$ cat config.mk
export PLATFORM = sky130hd
export DESIGN_NAME = pc_sequencer
export DESIGN_NICKNAME = d
export VERILOG_FILES = /design/src/rtl/pc_sequencer.sv
export SDC_FILE = /design/constraint.sdc
export NUM_CORES = 1
export LEC_CHECK = 0
export ABC_AREA = 1
export ABC_CLOCK_PERIOD_IN_PS = 1400
export CAP_MARGIN = 20
export CORE_MARGIN = 1
export CORE_UTILIZATION = 42
export CTS_BUF_LIST = sky130_fd_sc_hd__clkbuf_16
export CTS_CLUSTER_DIAMETER = 30
export DETAILED_ROUTE_END_ITERATION = 8
export PLACE_DENSITY = 0.78
export SLEW_MARGIN = 20
export SYNTH_ARGS = -nofsm -noshare
export SYNTH_HDL_FRONTEND = slang
export SYNTH_SLANG_ARGS = --single-unit
$ cat constraint.sdc
create_clock -name clk -period 1.4 [get_ports clk]
set_input_delay 0.28 -clock clk [delete_from_list [all_inputs] [get_ports clk]]
set_output_delay 0.28 -clock clk [all_outputs]
set_load 0.02 [all_outputs]
$ cat src/rtl/pc_sequencer.sv
// pc_sequencer: two-phase FETCH/EXEC program counter sequencer for a ROM-driven machine.
// Optional macro HALT_DETECT_EN: an EXEC whose next address equals pc retires, then halts.
module pc_sequencer #(
  parameter logic [7:0] RESET_PC = 8'h00
) (
  input  logic        clk,
  input  logic        reset,
  input  logic        run,
  input  logic        flags_we,
  input  logic [3:0]  alu_nzvc,
  input  logic [7:0]  rom_addr,
  output logic [7:0]  rom_pc,
  output logic [3:0]  rom_nzvc,
  output logic [7:0]  pc,
  output logic [1:0]  state,
  output logic        step_done,
  output logic [15:0] step_count
);

  typedef enum logic [1:0] {
    S_IDLE  = 2'd0,
    S_FETCH = 2'd1,
    S_EXEC  = 2'd2,
    S_HALT  = 2'd3
  } state_e;

  state_e      state_q, state_d;
  logic [7:0]  pc_q, pc_d;
  logic [3:0]  flags_q, flags_d;
  logic [15:0] cnt_q, cnt_d;
  logic        halt_hit;

`ifdef HALT_DETECT_EN
  // A self-referencing next address means the program has parked itself.
  assign halt_hit = (rom_addr == pc_q);
`else
  assign halt_hit = 1'b0;
`endif

  // Next-state, datapath update and retire pulse.
  always_comb begin
    state_d   = state_q;
    pc_d      = pc_q;
    flags_d   = flags_q;
    cnt_d     = cnt_q;
    step_done = 1'b0;
    case (state_q)
      S_IDLE: begin
        if (run)
          state_d = S_FETCH;
      end
      S_FETCH: begin
        state_d = S_EXEC;
      end
      S_EXEC: begin
        pc_d      = rom_addr;
        cnt_d     = cnt_q + 16'd1;
        step_done = ~reset;
        if (flags_we)
          flags_d = alu_nzvc;
        if (halt_hit)
          state_d = S_HALT;
        else if (run)
          state_d = S_FETCH;
        else
          state_d = S_IDLE;
      end
      S_HALT: begin
        state_d = S_HALT;
      end
      default: begin
        state_d = S_IDLE;
      end
    endcase
  end

  // State and datapath registers; reset wins over every transition.
  always_ff @(posedge clk) begin
    if (reset) begin
      state_q <= S_IDLE;
      pc_q    <= RESET_PC;
      flags_q <= 4'h0;
      cnt_q   <= 16'h0000;
    end else begin
      state_q <= state_d;
      pc_q    <= pc_d;
      flags_q <= flags_d;
      cnt_q   <= cnt_d;
    end
  end

  assign rom_pc     = pc_q;
  assign rom_nzvc   = flags_q;
  assign pc         = pc_q;
  assign state      = state_q;
  assign step_count = cnt_q;

endmodule

==> results of run 1 <==
-- metal layers --
layer,vias up,global-route usage
li1,708,-
met4,0,0.102
met3,7,0.0786
met2,37,0.367
met5,-,0
met1,621,0.252
-- power breakdown --
group          switching, mW  total, mW  internal (mW)
Sequential            0.0156      0.896          0.880
Clock                  0.347      0.985          0.638
Combinational          0.128      0.240          0.112
Total                  0.491       2.12           1.63
-- state kept, by name, summed over array words and instances (netlist names) --
| name | cells |
|---|---|
| state | 2 |
| step_count | 16 |
| rom_nzvc | 4 |
| pc | 8 |
-- worst min path at each step --
stage                     start        endpoint
finish              rom_nzvc[3]     rom_nzvc[3]
global route        rom_nzvc[3]     rom_nzvc[3]
CTS                 rom_nzvc[3]     rom_nzvc[3]
detailed placement  rom_nzvc[3]     rom_nzvc[3]
global placement    rom_nzvc[3]     rom_nzvc[3]
floorplan                 reset  step_count[10]
-- worst min-delay path: cells and delay by family, from the launching register on --
| kind | cells | cell delay, ns |
|---|---|---|
| and+or+nand+nor | 1 | 0.06 |
| DFF | 1 | 0.30 |
| AOI/OAI and AO/OA | 1 | 0.05 |
-- through the flow --
| stage | setup slack, ns | instance area, µm² |
|---|---|---|
| detailed placement | -0.316 | 1970 |
| floorplan | 0.0206 | 1370 |
| CTS | 0.0321 | 2070 |
| finish | 0.0401 | 2070 |
| global route | 0.00549 | 2070 |
| global placement | -0.306 | 1970 |
-- cell families after synthesis --
group / count (synthesis) / synth area share
fa+ha+maj: 1 / 0.00912
xor+xnor: 3 / 0.0192
flops: 30 / 0.438
simple gates: 101 / 0.341
buf+inv: 25 / 0.0985
compound gates: 25 / 0.0940
-- final cells by class --
cell class | count | area [µm²]
Clock inverter | 3 | 12.5
Fill cell | 298 | 1010
Clock buffer | 5 | 125
Tap cell | 44 | 55.1
Timing Repair Buffer | 67 | 593
Sequential cell | 30 | 601
Inverter | 12 | 45.0
Multi-Input combinational cell | 130 | 636
-- cell usage in the layout (no fill, tap or decap), types with 2 or more instances in the layout --
| cell type | n |
|---|---|
| nor2_1 | 45 |
| nand3_2 | 3 |
| xor2_1 | 3 |
| o21ai_0 | 7 |
| nand3_1 | 10 |
| clkbuf_16 | 5 |
| nand2_2 | 3 |
| nor2_2 | 2 |
| o21ai_1 | 7 |
| clkdlybuf4s50_1 | 15 |
| nand2_1 | 30 |
| nor2_4 | 4 |
| inv_2 | 2 |
| nand4_1 | 2 |
| dlygate4sd2_1 | 37 |
| inv_1 | 11 |
| dfxtp_1 | 30 |
| buf_4 | 13 |
| a21oi_1 | 9 |
==> summary.md, run 1 <==
| Metric | Value |
|---|---|
| Register area share after synthesis | 0.438 |
| Status | complete, no violations |
| Synthesized cell area | 1370 µm² |
| Hold Vio Cnt, Final | 0 |
| Site Rows | 20 |
| Final ANT Viol Nets | 0 |
| DP HPWL | 2370 µm |
| Pin count of the biggest net entering global routing | 14 |
| Die area | 3500 µm² |
| Most common cell in the netlist | nor2_1 |
| Hold_buf cts | 0 |
| Crit. End Element | output pin |
| Post-layout util | 0.672 |
| Root Buffer Master | clkbuf_16 |
| Top_reg_cell synth | dfxtp_1 |
| PD cells | 1030 nW/µm² |
| Crit path largest cell delay | 0.42 ns |
| Max Used Layer | met4 |
| Clock transition at path regs | 0.05 ns |
| Crit. path cell count | 3 |
| # setup viols final | 0 |
| M1 WL | 1380 µm |
| Static leakage | 0.960 nW |
| Synth unique cells | 23 |
| CP Max Fanout | 2 |
| Setup crit start | reset |
| Remaining global-route overflow | 0 |
| Top cell type's share of synthesized area | 0.438 |
| CTS Buf Count | 5 |
| #FFs+latches synth | 30 |
| Pre-antenna DRT Iters | 4 |
| DR iter-0 viols | 45 |
| Power consumption | 2.12 mW |
| Fraction of layout cells with a size suffix above 1 | 0.142 |
| Post-route insts no fill | 291 |
| Yosys warnings | 0 |
| Diode count | 0 |
| Bufs and invs on worst path | 2 |
| Post-synth top area cell | dfxtp_1 |
| Final Wtd Congestion | 0.813 |
| Crit path DAT | 1.08 ns |
| Ports | 55 |
| Syn_nets | 202 |
| Clock latency on the worst-skew pair | 0.28 ns |
| Number of gates resized after cts | 41 |
| DR vias/cell | 4.72 |
| R2R depth | 6 |
| Drt wl/cell | 11.0 µm |
| Port bufs | 54 |
| Slew headroom | 0.847 |
| Startpoint of the worst register-to-register path | step_count[1] |
| Worst setup SP type | input port |
| Post-Syn Instances | 185 |
| Reg2reg setup slack | 0.13 ns |
| Initial Util | 0.446 |
| Worst setup path end | step_done |
| Hold slack | 0.460 ns |
| Sink Count | 30 |
| Final net count | 263 |
| Cell Chain, Critical Path | clkdlybuf4s50_1, nor2_1, clkdlybuf4s15_2 |
| Worst Path Required | 1.12 ns |
| Hold crit path type | flop to flop |
| Total Wirelength | 3210 µm |
| Final Max Slew Viols | 0 |
| H-tree levels | 2 |
| RR Endpoint | step_count[6] |
| Post-synth ARST share | 0 |
| Post-synth EDFFs | 0 |
| Initial antenna violation count | 0 |
| Max Buffers Root-to-Sink | 2 |
| Min Tclk post-route | 1.36 ns |
| Fmax | 735 MHz |
| CTS tree | done |
| Detail Route met2 WL | 1590 µm |
| Tcrit/Tclk final | 0.971 |
| DR DRC count | 0 |
| Core Footprint | 3080 µm² |
| Hold depth | 2 |
| Clock skew | 0.00430 ns |
| Die height | 59.1 µm |
| Total number of vias | 1373 |
| Largest delay contributor family on the critical path | buffers and inverters |
| Worst setup path category | input port to output pin |
| Peak VDD IR | 0.000722 V |
| RSZ-0062 raised after global routing | false |
| Largest cells by area after synthesis | dfxtp_1 (44%), nor2_1 (12%), nand2_1 (8.2%) |
| Met3 WL | 167 µm |
| Top cells by count, synth | nor2_1 (45), dfxtp_1 (30), nand2_1 (30) |
| Mean Syn Cell Area | 7.41 µm² |
| Total negative slack | 0 ns |
| First-pass GRT wire length | 5520 µm |
| Die Wd | 59.1 µm |
| Overall routing resource usage | 0.220 |
| Worst slew pin tran | 0.231 ns |
| Highest-delay cell along the critical path | clkdlybuf4s50_1 |
| Post-CTS Setup Inserts | 0 |
| Cell count after placement | 283 |
| Via count of the first global-routing pass | 1245 |
| Max Cap Viol | 0 |
| Area delta synth->final | 50.7% |
Note: power is estimated with default switching activity, not from simulation.
==> inputs of run 2 (changes only) <==
--- a/config.mk
+++ b/config.mk
@@ -14,7 +14,9 @@
 export CTS_CLUSTER_DIAMETER = 30
 export DETAILED_ROUTE_END_ITERATION = 8
 export PLACE_DENSITY = 0.78
+export SETUP_SLACK_MARGIN = 0.05
 export SLEW_MARGIN = 20
 export SYNTH_ARGS = -nofsm -noshare
 export SYNTH_HDL_FRONTEND = slang
 export SYNTH_SLANG_ARGS = --single-unit
+export TNS_END_PERCENT = 30
==> run 2 against run 1 <==
  * Sequential share of layout area is 0.37 points lower
  * Largest power group unchanged
  * First-iteration DRC count up 38%
  * Clock skew up 0.0020 ns
  * Combinational power increased by 2%
  * Wire length is 1.6% lower
==> summary.md, run 2 (same netlist as run 1, synthesis figures left out) <==
| Metric | Value |
|---|---|
| Placement Setup Slack | -0.336 ns (was -0.316 ns) |
| Final Max Slew Viols | 0 (unchanged) |
| Worst slew pin tran | 0.222 ns (was 0.231 ns) |
| Crit path DAT | 1.05 ns (was 1.08 ns) |
| Area delta synth->final | 53.3% (was 50.7%) |
| Min Tclk post-route | 1.33 ns (was 1.36 ns) |
| H-tree levels | 2 (unchanged) |
| Fmax | 753 MHz (was 735 MHz) |
| Commonest non-fill, non-tap cell in the layout | nor2_1 (unchanged) |
| Clock Power Share | 0.465 (about the same) |
| Sw Share | 0.233 (was 0.231) |
| Hold slack | 0.459 ns (was 0.460 ns) |
| Peak VDD IR | 0.00111 V (was 0.000722 V) |
| Via count of the first global-routing pass | 1220 (was 1245) |
| Clock latency on the worst-skew pair | 0.28 ns (about the same) |
| Clock transition at path regs | 0.05 ns (about the same) |
| Port bufs | 54 (unchanged) |
| RR Endpoint | step_count[14] (was step_count[6]) |
| DP HPWL | 2320 µm (was 2370 µm) |
| R2R depth | 7 (was 6) |
| Worst setup path category | flop to output pin (was input port to output pin) |
| Hold Vio Cnt, Final | 0 (unchanged) |
| PD cells | 1010 nW/µm² (was 1030 nW/µm²) |
| Worst setup SP type | flop (was input port) |
| Overall routing resource usage | 0.215 (was 0.220) |
| NetSw | 0.498 mW (was 0.491 mW) |
| Sink Count | 30 (unchanged) |
| DR iter-0 viols | 62 (was 45) |
| Die area | 3500 µm² (unchanged) |
| Total Wirelength | 3160 µm (was 3210 µm) |
| Pre-antenna DRT Iters | 4 (unchanged) |
| Diode count | 0 (unchanged) |
| Worst Path Required | 1.12 ns (about the same) |
| Final Wtd Congestion | 0.811 (was 0.813) |
| Post-route insts no fill | 293 (was 291) |
| Tcrit/Tclk final | 0.949 (was 0.971) |
| Core Footprint | 3080 µm² (unchanged) |
| Root Buffer Master | clkbuf_16 (unchanged) |
| Bufs and invs on worst path | 1 (was 2) |
| Initial Util | 0.446 (unchanged) |
| Comb power frac | 0.114 (was 0.113) |
| Max Cap Viol | 0 (unchanged) |
| Pin count of the biggest net entering global routing | 18 (was 14) |
| Die height | 59.1 µm (unchanged) |
| Site Rows | 20 (unchanged) |
| Slew headroom | 0.853 (was 0.847) |
| Largest delay contributor family on the critical path | flip-flops (was buffers and inverters) |
| Final net count | 265 (was 263) |
| Fraction of layout cells with a size suffix above 1 | 0.169 (was 0.142) |
| Ports | 55 (unchanged) |
| RSZ-0062 raised after global routing | true (was false) |
| CP Max Fanout | 5 (was 2) |
| Total negative slack | 0 ns (unchanged) |
| Hold_buf cts | 0 (unchanged) |
| Total number of vias | 1350 (was 1373) |
| Remaining global-route overflow | 0 (unchanged) |
| DR vias/cell | 4.61 (was 4.72) |
| DR DRC count | 0 (unchanged) |
| Most frequent cells in the layout | nor2_1 (44), dlygate4sd2_1 (36), nand2_1 (30) (was nor2_1 (45), dlygate4sd2_1 (37), nand2_1 (30), dfxtp_1 (30), clkdlybuf4s50_1 (15)) |
| Clock skew | 0.00627 ns (was 0.00430 ns) |
| CTS Buf Count | 5 (unchanged) |
| Crit. End Element | output pin (unchanged) |
| CTS tree | done (unchanged) |
| Internal Pwr Total | 1.64 mW (was 1.63 mW) |
| # setup viols final | 0 (unchanged) |
| Hold depth | 2 (unchanged) |
| Setup ws final | 0.0721 ns (was 0.0401 ns) |
| Highest-delay cell along the critical path | dfxtp_1 (was clkdlybuf4s50_1) |
| Crit path largest cell delay | 0.41 ns (was 0.42 ns) |
| Status | complete, no violations (unchanged) |
| Die Wd | 59.1 µm (unchanged) |
| Drt wl/cell | 10.8 µm (was 11.0 µm) |
| HP Start | rom_nzvc[1] (was rom_nzvc[3]) |
| Max reg flops | 16 (unchanged) |
| Static leakage | 0.972 nW (was 0.960 nW) |
| Max Buffers Root-to-Sink | 2 (unchanged) |
| Cell Chain, Critical Path | dlygate4sd2_1 (was clkdlybuf4s50_1, nor2_1, clkdlybuf4s15_2) |
| First-pass GRT wire length | 5410 µm (was 5520 µm) |
| Final ANT Viol Nets | 0 (unchanged) |
| Hold path endpoint | rom_nzvc[1] (was rom_nzvc[3]) |
| Reg2reg setup slack | 0.11 ns (was 0.13 ns) |
| Cell count after placement | 283 (unchanged) |
| Hold crit path type | flop to flop (unchanged) |
| Startpoint of the worst register-to-register path | step_count[0] (was step_count[1]) |
| Initial antenna violation count | 0 (unchanged) |
| Flop pwr share | 0.420 (was 0.422) |
## run 2: worst max-delay path by stage
stage | from | endpoint | slack, ns | cells after the start
after global placement | reset | step_done | -0.32 | 3
after detailed placement | reset | step_done | -0.34 | 3
after global routing | step_count[2] | step_count[2] | 0.03 | 1
final | step_count[2] | step_count[2] | 0.07 | 1
after CTS | state[0] | state[0] | 0.07 | 2
after floorplan | step_count[1] | step_count[8] | 0.08 | 6
## run 2: tightest hold or removal path, cell delays in order, from the launching register on
cell and delay [ns]:
dfxtp_1 0.30, nand2_1 0.06, a21oi_1 0.05
## run 2: per-layer routing
metal,vias up,wire length (µm),track usage
li1,709,-,-
met1,596,1440,0.254
met2,38,1430,0.338
met3,7,219,0.0852
met4,0,69,0.112
met5,-,0,0
## run 2: area by class of cell
cell class	instances	area [µm²]
repair buffers	69	616
multi-input cells	130	646
flip-flops and latches	30	603
fillers	286	976
inverters	12	45.0
clock buffers	5	125
clock inverters	3	12.5
well taps	44	55.1
## run 2: what timing repair did
item                                    in CTS  in global routing
endpoints found under the setup margin      39                  8
buffers inserted                             0                  2
gates resized for setup                     44                  4
pin swaps                                    0                  1
## run 2: power by group through the flow
stage	registers [mW]	logic, mW	clock network, mW
final	0.896	0.244	0.993
after global routing	0.898	0.268	1.06
after CTS	0.896	0.246	1.02
after detailed placement	0.914	0.271	0
after global placement	0.913	0.268	0
after floorplan	0.945	0.107	0
## run 2: stage by stage
step	util	power, mW	cell area, µm²
CTS	0.675	2.16	2080
detailed placement	0.646	1.18	1990
global route	0.683	2.23	2100
finish	0.683	2.13	2100
floorplan	-	1.05	1370
global placement	0.646	1.18	1990
==> inputs of run 3 (changes only) <==
--- a/config.mk
+++ b/config.mk
@@ -9,11 +9,11 @@
 export ABC_CLOCK_PERIOD_IN_PS = 1400
 export CAP_MARGIN = 20
 export CORE_MARGIN = 1
-export CORE_UTILIZATION = 42
+export CORE_UTILIZATION = 40
 export CTS_BUF_LIST = sky130_fd_sc_hd__clkbuf_16
 export CTS_CLUSTER_DIAMETER = 30
 export DETAILED_ROUTE_END_ITERATION = 8
-export PLACE_DENSITY = 0.78
+export PLACE_DENSITY = 0.75
 export SETUP_SLACK_MARGIN = 0.05
 export SLEW_MARGIN = 20
 export SYNTH_ARGS = -nofsm -noshare
==> run 3 against run 2 <==
  * First-iteration DRC count increased by 3.2%
  * Non-clock buffer count unchanged
  * Global-route usage decreased by 0.92 points
  * Sequential share of layout area decreased by 0.12 points
  * Clock skew decreased by 0.0012 ns
  * Setup slack got worse by 0.0070 ns
  * Die area increased by 4.8%
  * Cell count unchanged
  * Clock power decreased by 0.7%
  * Critical path type unchanged
  * Largest cell class unchanged
  * Largest power group unchanged
  * Highest routed layer unchanged
==> summary.md, run 3 (same netlist as run 1, synthesis figures left out) <==
| Metric | Value |
|---|---|
| Area delta synth->final | 53.9% (was 53.3%) |
| Hold slack | 0.456 ns (was 0.459 ns) |
| Final Max Slew Viols | 0 (unchanged) |
| Post-route insts no fill | 293 (unchanged) |
| Pre-antenna DRT Iters | 4 (unchanged) |
| Crit. End Element | output pin (unchanged) |
| First-pass GRT wire length | 5400 µm (was 5410 µm) |
| Die height | 60.6 µm (was 59.1 µm) |
| Hold_buf cts | 0 (unchanged) |
| RSZ-0062 raised after global routing | true (unchanged) |
| H-tree levels | 2 (unchanged) |
| Sink Count | 30 (unchanged) |
| Power consumption | 2.13 mW (about the same) |
| Max Used Layer | met4 (unchanged) |
| Total number of vias | 1351 (was 1350) |
| Site Rows | 20 (unchanged) |
| Hold Vio Cnt, Final | 0 (unchanged) |
| # setup viols final | 0 (unchanged) |
| Initial antenna violation count | 0 (unchanged) |
| Status | complete, no violations (unchanged) |
| Initial Util | 0.435 (was 0.446) |
| Worst slew pin tran | 0.228 ns (was 0.222 ns) |
| Most frequent cells in the layout | nor2_1 (43), dlygate4sd2_1 (35), nand2_1 (30) (was nor2_1 (44), dlygate4sd2_1 (36), nand2_1 (30)) |
| Worst setup SP type | flop (unchanged) |
| CP Max Fanout | 4 (was 5) |
| Ports | 55 (unchanged) |
| Pin count of the biggest net entering global routing | 18 (unchanged) |
| Slew headroom | 0.848 (was 0.853) |
| Remaining global-route overflow | 0 (unchanged) |
| Core Footprint | 3150 µm² (was 3080 µm²) |
| Min Tclk post-route | 1.33 ns (about the same) |
| DR iter-0 viols | 64 (was 62) |
| DR DRC count | 0 (unchanged) |
| Max Cap Viol | 0 (unchanged) |
| Max reg flops | 16 (unchanged) |
| Overall routing resource usage | 0.206 (was 0.215) |
| Clock skew | 0.00510 ns (was 0.00627 ns) |
| Hold crit path type | flop to flop (unchanged) |
| Port bufs | 54 (unchanged) |
| Crit path DAT | 1.05 ns (about the same) |
| Final Wtd Congestion | 0.864 (was 0.811) |
| Static leakage | 0.967 nW (was 0.972 nW) |
| Setup ws final | 0.0651 ns (was 0.0721 ns) |
| Tcrit/Tclk final | 0.954 (was 0.949) |
| Commonest non-fill, non-tap cell in the layout | nor2_1 (unchanged) |
| Total negative slack | 0 ns (unchanged) |
| Worst setup path category | flop to output pin (unchanged) |
| DP HPWL | 2390 µm (was 2320 µm) |
| Root Buffer Master | clkbuf_16 (unchanged) |
| Final net count | 265 (unchanged) |
| Fmax | 749 MHz (was 753 MHz) |
| Clock latency on the worst-skew pair | 0.28 ns (about the same) |
| Clock transition at path regs | 0.05 ns (about the same) |
| PD cells | 1010 nW/µm² (about the same) |
| Max Buffers Root-to-Sink | 2 (unchanged) |
| Placement Setup Slack | -0.341 ns (was -0.336 ns) |
| Via count of the first global-routing pass | 1233 (was 1220) |
| M1 WL | 1450 µm (was 1440 µm) |
| Peak VDD IR | 0.00103 V (was 0.00111 V) |
| Drt wl/cell | 10.8 µm (about the same) |
| Total Wirelength | 3170 µm (was 3160 µm) |
| Worst Path Required | 1.12 ns (about the same) |
| CTS Buf Count | 5 (unchanged) |
| Final ANT Viol Nets | 0 (unchanged) |
| Die Wd | 60.6 µm (was 59.1 µm) |
| Cell count after placement | 283 (unchanged) |
| Die area | 3670 µm² (was 3500 µm²) |
| CTS tree | done (unchanged) |
| Diode count | 0 (unchanged) |
| Met3 WL | 209 µm (was 219 µm) |
| DR vias/cell | 4.61 (about the same) |
| Detail Route met2 WL | 1440 µm (was 1430 µm) |
| Fraction of layout cells with a size suffix above 1 | 0.169 (unchanged) |
-- run 3: changes by cell type in the layout (fill, tap and decap cells not counted) --
cell,previous run,this run
clkdlybuf4s15_1,2,3
dlygate4sd2_1,36,35
ha_2,1,0
ha_4,0,1
nand3_1,9,10
nand3_2,4,3
nor2_1,44,43
nor2_2,3,4
-- run 3: worst paths after layout --
kind,startpoint,endpoint,slack [ns],cells past startpoint
worst max-delay path,state[0],state[0],0.07,2
worst max register to register,step_count[1],step_count[8],0.14,6
worst min-delay path,rom_nzvc[1],rom_nzvc[1],0.46,2
worst min register to register,rom_nzvc[1],rom_nzvc[1],0.46,2
-- run 3: what timing repair did --
action	CTS	global route
pin swaps	0	2
setup buffers	0	2
setup endpoints to repair	39	14
hold endpoints to repair	0	0
cloned	0	0
resized for setup	44	6
-- run 3: metrics by stage --
step / cell area, µm² / util
2_1_floorplan: 1370 / -
3_3_place_gp: 1990 / 0.631
3_5_place_dp: 1990 / 0.631
4_1_cts: 2080 / 0.659
5_1_grt: 2110 / 0.669
6_report: 2110 / 0.669
-- run 3: metal layers --
metal,vias up,GRT usage
met5,-,0
met4,0,0.0974
met3,6,0.0917
met2,37,0.323
met1,596,0.241
li1,712,-
-- run 3: where the power goes --
part	switching, mW	internal [mW]	total (mW)
combinational	0.129	0.117	0.246
clock	0.348	0.638	0.986
sequential	0.0170	0.881	0.898
-- run 3: cell type report --
class / count / area [µm²]
fill: 307 / 1040
multi-input combinational: 130 / 653
timing repair buffer: 69 / 617
sequential: 30 / 603
clock buffer: 5 / 125
tap: 44 / 55.1
inverter: 12 / 45.0
clock inverter: 3 / 12.5
-- run 3: worst max-delay path, cell delays in order (launching register included) --
cell	delay, ns
dfxtp_1	0.33
buf_4	0.14
clkdlybuf4s15_1	0.31
